===== src/rtl/multicycle_control_pkg.sv =====
// Shared encodings for the multi-cycle MIPS control path: opcodes, ALU op codes,
// mux selects, FSM state numbering and the bundle of datapath control outputs.
package multicycle_control_pkg;

    localparam logic [5:0] OP_RTYPE = 6'h00;
    localparam logic [5:0] OP_J     = 6'h02;
    localparam logic [5:0] OP_BEQ   = 6'h04;
    localparam logic [5:0] OP_ADDI  = 6'h08;
    localparam logic [5:0] OP_SLTI  = 6'h0A;
    localparam logic [5:0] OP_LW    = 6'h23;
    localparam logic [5:0] OP_SW    = 6'h2B;

    localparam logic [2:0] ALUOP_RTYPE = 3'b000;
    localparam logic [2:0] ALUOP_SUB   = 3'b001;
    localparam logic [2:0] ALUOP_SLT   = 3'b010;
    localparam logic [2:0] ALUOP_ADD   = 3'b011;

    localparam logic [1:0] SRCB_REGB  = 2'b00;
    localparam logic [1:0] SRCB_FOUR  = 2'b01;
    localparam logic [1:0] SRCB_IMM   = 2'b10;
    localparam logic [1:0] SRCB_IMMSH = 2'b11;

    localparam logic [1:0] PCSRC_ALU    = 2'b00;
    localparam logic [1:0] PCSRC_ALUOUT = 2'b01;
    localparam logic [1:0] PCSRC_JUMP   = 2'b10;

    typedef enum logic [3:0] {
        S_RESET   = 4'd0,
        S_FETCH   = 4'd1,
        S_DECODE  = 4'd2,
        S_MEMADR  = 4'd3,
        S_MEMRD   = 4'd4,
        S_MEMWB   = 4'd5,
        S_MEMWR   = 4'd6,
        S_RTEXEC  = 4'd7,
        S_RTWB    = 4'd8,
        S_IEXEC   = 4'd9,
        S_IWB     = 4'd10,
        S_BEQEXEC = 4'd11,
        S_JEXEC   = 4'd12,
        S_TRAP    = 4'd13
    } state_t;

    typedef struct packed {
        logic       pc_write;
        logic       pc_write_cond;
        logic       i_or_d;
        logic       mem_read;
        logic       mem_write;
        logic       ir_write;
        logic       mem_to_reg;
        logic       reg_dst;
        logic       reg_write;
        logic       alu_src_a;
        logic [1:0] alu_src_b;
        logic [1:0] pc_source;
        logic [2:0] alu_op;
        logic       instr_done;
        logic       illegal_op;
    } ctrl_t;

endpackage


===== src/rtl/multicycle_control_out_decode.sv =====
// Combinational output decode: maps (state, opcode, mem_ready) to datapath controls.
// Only the FETCH write enables and the MEMWR retire pulse look at mem_ready.
module control_out_decode
    import multicycle_control_pkg::*;
#(
    parameter int OPW = 6
) (
    input  state_t           state,
    input  logic [OPW-1:0]   opcode,
    input  logic             mem_ready,
    output ctrl_t            ctrl
);

    logic is_slti;

    assign is_slti = (opcode == OPW'(OP_SLTI));

    always_comb begin
        ctrl        = '0;
        ctrl.alu_op = ALUOP_ADD;
        case (state)
            S_FETCH: begin
                ctrl.mem_read  = 1'b1;
                ctrl.alu_src_b = SRCB_FOUR;
                ctrl.ir_write  = mem_ready;
                ctrl.pc_write  = mem_ready;
            end
            S_DECODE: begin
                ctrl.alu_src_b = SRCB_IMMSH;
            end
            S_MEMADR: begin
                ctrl.alu_src_a = 1'b1;
                ctrl.alu_src_b = SRCB_IMM;
            end
            S_MEMRD: begin
                ctrl.mem_read = 1'b1;
                ctrl.i_or_d   = 1'b1;
            end
            S_MEMWB: begin
                ctrl.reg_write  = 1'b1;
                ctrl.mem_to_reg = 1'b1;
                ctrl.instr_done = 1'b1;
            end
            S_MEMWR: begin
                ctrl.mem_write  = 1'b1;
                ctrl.i_or_d     = 1'b1;
                ctrl.instr_done = mem_ready;
            end
            S_RTEXEC: begin
                ctrl.alu_src_a = 1'b1;
                ctrl.alu_src_b = SRCB_REGB;
                ctrl.alu_op    = ALUOP_RTYPE;
            end
            S_RTWB: begin
                ctrl.reg_write  = 1'b1;
                ctrl.reg_dst    = 1'b1;
                ctrl.alu_op     = ALUOP_RTYPE;
                ctrl.instr_done = 1'b1;
            end
            S_IEXEC: begin
                ctrl.alu_src_a = 1'b1;
                ctrl.alu_src_b = SRCB_IMM;
                ctrl.alu_op    = is_slti ? ALUOP_SLT : ALUOP_ADD;
            end
            S_IWB: begin
                // IR only loads in FETCH, so the opcode still selects the same ALU op here
                ctrl.reg_write  = 1'b1;
                ctrl.alu_op     = is_slti ? ALUOP_SLT : ALUOP_ADD;
                ctrl.instr_done = 1'b1;
            end
            S_BEQEXEC: begin
                ctrl.alu_src_a     = 1'b1;
                ctrl.alu_src_b     = SRCB_REGB;
                ctrl.alu_op        = ALUOP_SUB;
                ctrl.pc_write_cond = 1'b1;
                ctrl.pc_source     = PCSRC_ALUOUT;
                ctrl.instr_done    = 1'b1;
            end
            S_JEXEC: begin
                ctrl.pc_write   = 1'b1;
                ctrl.pc_source  = PCSRC_JUMP;
                ctrl.instr_done = 1'b1;
            end
            S_TRAP: begin
                ctrl.illegal_op = 1'b1;
            end
            default: begin
            end
        endcase
    end

endmodule


===== src/rtl/multicycle_control.sv =====
// Main sequencing FSM of the multi-cycle MIPS datapath. Holds the state register
// and next-state logic; all outputs come from control_out_decode.
module multicycle_control
    import multicycle_control_pkg::*;
#(
    parameter int OPW = 6
) (
    input  logic           clk,
    input  logic           rst,
    input  logic [OPW-1:0] opcode,
    input  logic           mem_ready,
    output logic           pc_write,
    output logic           pc_write_cond,
    output logic           i_or_d,
    output logic           mem_read,
    output logic           mem_write,
    output logic           ir_write,
    output logic           mem_to_reg,
    output logic           reg_dst,
    output logic           reg_write,
    output logic           alu_src_a,
    output logic [1:0]     alu_src_b,
    output logic [1:0]     pc_source,
    output logic [2:0]     alu_op,
    output logic           instr_done,
    output logic           illegal_op,
    output logic [3:0]     state_o
);

    state_t state, state_nxt;
    ctrl_t  ctrl;

    always_ff @(posedge clk or posedge rst) begin
        if (rst) begin
            state <= S_RESET;
        end else begin
            state <= state_nxt;
        end
    end

    always_comb begin
        state_nxt = state;
        case (state)
            S_RESET:  state_nxt = S_FETCH;
            S_FETCH:  if (mem_ready) state_nxt = S_DECODE;
            S_DECODE: begin
                if (opcode == OPW'(OP_LW) || opcode == OPW'(OP_SW)) begin
                    state_nxt = S_MEMADR;
                end else if (opcode == OPW'(OP_RTYPE)) begin
                    state_nxt = S_RTEXEC;
                end else if (opcode == OPW'(OP_ADDI) || opcode == OPW'(OP_SLTI)) begin
                    state_nxt = S_IEXEC;
                end else if (opcode == OPW'(OP_BEQ)) begin
                    state_nxt = S_BEQEXEC;
                end else if (opcode == OPW'(OP_J)) begin
                    state_nxt = S_JEXEC;
                end else begin
                    state_nxt = S_TRAP;
                end
            end
            S_MEMADR:  state_nxt = (opcode == OPW'(OP_SW)) ? S_MEMWR : S_MEMRD;
            S_MEMRD:   if (mem_ready) state_nxt = S_MEMWB;
            S_MEMWB:   state_nxt = S_FETCH;
            S_MEMWR:   if (mem_ready) state_nxt = S_FETCH;
            S_RTEXEC:  state_nxt = S_RTWB;
            S_RTWB:    state_nxt = S_FETCH;
            S_IEXEC:   state_nxt = S_IWB;
            S_IWB:     state_nxt = S_FETCH;
            S_BEQEXEC: state_nxt = S_FETCH;
            S_JEXEC:   state_nxt = S_FETCH;
            // TRAP is only left through rst
            S_TRAP:    state_nxt = S_TRAP;
            default:   state_nxt = S_RESET;
        endcase
    end

    control_out_decode #(
        .OPW (OPW)
    ) u_decode (
        .state     (state),
        .opcode    (opcode),
        .mem_ready (mem_ready),
        .ctrl      (ctrl)
    );

    assign pc_write      = ctrl.pc_write;
    assign pc_write_cond = ctrl.pc_write_cond;
    assign i_or_d        = ctrl.i_or_d;
    assign mem_read      = ctrl.mem_read;
    assign mem_write     = ctrl.mem_write;
    assign ir_write      = ctrl.ir_write;
    assign mem_to_reg    = ctrl.mem_to_reg;
    assign reg_dst       = ctrl.reg_dst;
    assign reg_write     = ctrl.reg_write;
    assign alu_src_a     = ctrl.alu_src_a;
    assign alu_src_b     = ctrl.alu_src_b;
    assign pc_source     = ctrl.pc_source;
    assign alu_op        = ctrl.alu_op;
    assign instr_done    = ctrl.instr_done;
    assign illegal_op    = ctrl.illegal_op;
    assign state_o       = state;

endmodule


===== config.mk =====
export PLATFORM = sky130hd
export DESIGN_NAME = multicycle_control
export DESIGN_NICKNAME = d
export VERILOG_FILES = /design/src/rtl/multicycle_control_pkg.sv /design/src/rtl/multicycle_control_out_decode.sv /design/src/rtl/multicycle_control.sv
export SDC_FILE = /design/constraint.sdc
export NUM_CORES = 1
export LEC_CHECK = 0
export ABC_AREA = 0
export CAP_MARGIN = 30
export CORE_MARGIN = 3
export CORE_UTILIZATION = 37
export DETAILED_ROUTE_END_ITERATION = 16
export PLACE_DENSITY_LB_ADDON = 0.3
export REMOVE_ABC_BUFFERS = 1
export SLEW_MARGIN = 20
export SYNTH_ARGS = -nofsm -noshare
export SYNTH_HDL_FRONTEND = slang
export SYNTH_SLANG_ARGS = --single-unit
export TNS_END_PERCENT = 30

===== constraint.sdc =====
create_clock -name clk -period 1.8 [get_ports clk]
set_clock_uncertainty 0.2 [all_clocks]
set_input_delay 0.36 -clock clk [delete_from_list [all_inputs] [get_ports clk]]
set_output_delay 0.36 -clock clk [all_outputs]
set_load 0.05 [all_outputs]

==> results of run 1 <==
through the flow:
step / std cells / area [sq um] / setup TNS (ps) / setup WS [ps]
after floorplan: 78 / 526.8 / -15980 / -1504
after detailed placement: 155 / 1281 / -2377 / -633.4
after global placement: 155 / 1281 / -1993 / -512.0
synth_stat cells, types with 2 or more instances:
cell / count
nand2_1: 8
dfrtp_1: 4
nor3_1: 5
nand4_1: 2
o211ai_1: 2
nand3_1: 2
clkbuf_1: 3
a21oi_1: 5
nor2_1: 12
a21boi_0: 2
o21ai_0: 5
buf_4: 2
buf_2: 2
o22a_1: 2
inv_1: 3
nand2b_1: 5
a32oi_1: 2
nor2b_1: 2
cells by family after synthesis:
group	Yosys count	synth area share [%]
mux	1	1.743
other cells	1	0.6530
flops	4	17.43
fa+ha+maj	1	1.743
simple gates	43	37.69
xor+xnor	1	1.525
compound gates	24	28.97
buf+inv	11	10.24
==> out/metrics.cfg, run 1 <==
[logic_synthesis]
yosys_warnings = 0
netlist.area_leader.share_pct = 17.43
yosysSeqAreaShare_pct = 17.43
synthCells = 86
synth_seq_cells = 4
ys_types = 36
synth_ff_type = dfrtp_1
async_flop_share_pct = 100.0
yosysTopAreaCell = dfrtp_1
syn_avg_cell_area_sq_um = 6.678
synth-edff-count = 0
synth_area_leaders = dfrtp_1 (17%), nor2_1 (7.8%), nand2b_1 (5.4%), nand2_1 (5.2%), a21oi_1 (4.4%)
syn_area_sq_um = 574.3

[status]
outcome = aborted with a tool error
lastStage = clock tree synthesis (4_1_cts)
error = [ERROR DPL-0038] Utilization greater than 100%, impossible to legalize

[floorplanning]
top_level_ports = 32
rows = 13
die_h_microns = 45.40
die_w_microns = 45.40
start_util_pct = 41.54

[clock_network]
numCtsBuffers = 3
htreeDepth = 1
clock-root-buffer = clkbuf_4
cts_hold_buffers = 0
clock_sinks = 4
clock_path_buffers = 2
cts_setup_buffers = 8
ctsResizeCount = 54

[placed_design]
gp_congestion = 0.9953
dp_hpwl_microns = 2214
numPortBuffers = 30

==> run 2, diff against run 1 <==
Settings changed: CORE_AREA set to 3 3 64 66, CORE_MARGIN 3 to not set, CORE_UTILIZATION 37 to not set, DIE_AREA set to 0 0 67 69, PLACE_DENSITY_LB_ADDON 0.3 to 0.15.
==> run 2 against run 1 <==
Net effect:
- the flow now finishes, with violations (negative setup slack)
- synthesized cell count did not move
- synthesized area stayed put
==> out/metrics.cfg, run 2 <==
[timing]
rsz0062_at_grt = yes
fin_ws_ps = -179.1
slew_violations = 0
setup_viol = 19
fin_crit_sh_pct = 110.0
clock.fmax_mhz = 505.3
report.final.hold_viol_count = 0
period_needed_ps = 1979

[floorplanning]
top_level_ports = 32  ; unchanged
start_util_pct = 15.81  ; -26 points
coreArea_sq_um = 3633
dieArea_sq_um = 4623
die_h_microns = 69  ; +52%
die_w_microns = 67  ; +48%
rows = 22  ; +9

[logic_synthesis]
syn_avg_cell_area_sq_um = 6.678  ; unchanged
yosysMostFrequentCell = nor2_1
synthCells = 86  ; unchanged
yosys_warnings = 0  ; unchanged
synth_seq_cells = 4  ; unchanged
netlist.area_leader.share_pct = 17.43  ; unchanged
yosysTopAreaCell = dfrtp_1
ys_types = 36  ; unchanged
synth_area_leaders = dfrtp_1 (17%), nor2_1 (7.8%), nand2b_1 (5.4%), nand2_1 (5.2%), a21oi_1 (4.4%)
yosys-top-cells-count = nor2_1 (12), nand2_1 (8)
async_flop_share_pct = 100.0  ; unchanged
synth_ff_type = dfrtp_1
yosysSeqAreaShare_pct = 17.43  ; unchanged
synth-edff-count = 0  ; unchanged
syn_area_sq_um = 574.3  ; unchanged

[clock_network]
clock_sinks = 4  ; unchanged
clk-insertion-delay-late_ps = 220
clk_pin_slew_ps = 30
cts_tree = built
numCtsBuffers = 3  ; unchanged
htreeDepth = 1  ; unchanged
clock-root-buffer = clkbuf_8
clock_path_buffers = 2  ; unchanged

[layout]
area_growth_pct = 194.8
fin_cells = 208
largest_reg_flops = 4
fillers = 364
final_area_sq_um = 1693
antennaDiodeCount = 0
multi_input_area_sq_um = 565.5
final_core_util_pct = 46.59
layout_common_cells = buf_4 (41), buf_12 (20), buf_6 (10), nand2_1 (8), nor2_1 (6)
drive_above_1_share_pct = 68.13
regArea_sq_um = 105.1
layout_commonest_cell = buf_4
final_nets = 171

[critical_path]
crit_slowest_cell = dfrtp_2
end_kind = primary output
cpPeakStageDelay_ps = 440
crit_chain = buf_4, maj3_2, o22a_1, buf_6
path_delay_family = flip-flops
path_buf_inv = 2
crit_type = reg2out
cp.arrival_ps = 1420
r2r_slack_ps = -60
required_ps = 1240
worst-path-max-fanout = 7
start_kind = flop

[detailed_routing]
finalWirelength_microns = 2495
dr.pass1.iters = 4
routedWlPerCell_microns = 12.00
drt_iter0_drc = 21
ant_nets = 0
vias = 900
drc = 0
post_drt_via_cell_ratio = 4.327

[placed_design]
gp_congestion = 0.7718  ; -22%
dp_hpwl_microns = 1884  ; -15%
dp_cells = 189  ; +22%
numPortBuffers = 30  ; unchanged
dpl_cell_area_sq_um = 1330  ; +3.8%

[status]
violations = negative setup slack
outcome = finished, violations left

[job]
drv_cap = 0

[pwr]
switching_share_pct = 46.83
p_leak_nw = 0.7300
internal_power_mw = 2.002
irDropWorstVdd_mv = 0.6726
clockPowerShare_pct = 4.9
p_sw_mw = 1.764
seq_power_share_pct = 6.2
power_frac_comb_pct = 88.9
power.density_nw_per_um2 = 2225
finalPower_mw = 3.766

[grt]
grt_max_degree = 13
antenna_found_initial = 0
globalRoute.totalOverflow = 0
grt.total_usage_pct = 11.05
grt_pass1_wl_microns = 4160
grt_pass1_vias = 879

[worst_hold_path]
holdCritPathClass = in2async

## run 2: cell counts after synthesis
Identical to the previous run, type by type.
## run 2: kinds of logic (layout without fill, tap and decap cells)
| logic type | after synthesis | count (layout) | share of synthesized area, % |
|---|---|---|---|
| XOR/XNOR | 1 | 1 | 1.525 |
| buffers and inverters | 11 | 85 | 10.24 |
| AND/OR/NAND/NOR | 43 | 43 | 37.69 |
| flip-flops | 4 | 4 | 17.43 |
| multiplexers | 1 | 1 | 1.743 |
| adder cells (fa/ha/maj) | 1 | 1 | 1.743 |
| other | 1 | 1 | 0.6530 |
| AO/OA/AOI/OAI | 24 | 24 | 28.97 |
## run 2: final cells by class
cell class / count / share of cell area [%]
Timing Repair Buffer: 79 / 53.73
Inverter: 3 / 0.6652
Clock buffer: 3 / 2.439
Sequential cell: 4 / 6.208
Tap cell: 48 / 3.548
Multi-Input combinational cell: 71 / 33.41
## run 2: final timing paths
kind	startpoint	to	depth (start not counted)
setup reg to reg	state_o[2]	state_o[2]	6
hold / removal	rst	state_o[3]	2
setup / recovery	state_o[1]	alu_op[0]	4
min in group clk	opcode[4]	state_o[1]	5
max in group asynchronous	rst	state_o[0]	2
hold reg to reg	state_o[3]	state_o[3]	3
## run 2: worst register-to-register path: stages, from the launching register on
cell	delay [ps]
dfrtp_2	440
or2_4	270
buf_6	130
buf_4	130
a311oi_2	230
a31oi_1	120
a311oi_1	220
## run 2: timing repair
action,in CTS,in global routing
endpoints found under the setup margin,21,20
gates cloned,0,1
gates resized for setup,59,12
pin swaps,14,7
hold buffers,0,0
setup buffers,6,9
## run 2: metal layers
| metal | global-route usage [%] | share of wire, % | wire (microns) |
|---|---|---|---|
| met1 | 14.61 | 43 | 1063 |
| met2 | 18.89 | 54 | 1347 |
| met3 | 1.466 | 3.4 | 84 |
| met5 | 0 | 0 | 0 |
| met4 | 2.027 | 0 | 0 |
## run 2: power groups by stage
| stage | Combinational [mW] | Sequential (mW) | Clock (mW) |
|---|---|---|---|
| 3_5_place_dp | 2.66 | 0.216 | 0 |
| 4_1_cts | 3.04 | 0.241 | 0.192 |
| 3_3_place_gp | 2.65 | 0.218 | 0 |
| 6_report | 3.35 | 0.233 | 0.184 |
| 2_1_floorplan | 1.05 | 0.418 | 0 |
| 5_1_grt | 3.52 | 0.241 | 0.198 |
## run 2: stage by stage
step | hold WS (ps) | TNS [ps] | setup slack [ps]
floorplan | -73.92 | -15980 | -1504
global placement | 357.8 | -2253 | -554.4
detailed placement | 361.3 | -2305 | -556.3
CTS | 136.2 | -1708 | -173.2
global route | 161.0 | -2684 | -234.9
finish | 131.9 | -1599 | -179.1
Note: power is estimated with default switching activity, not from simulation.
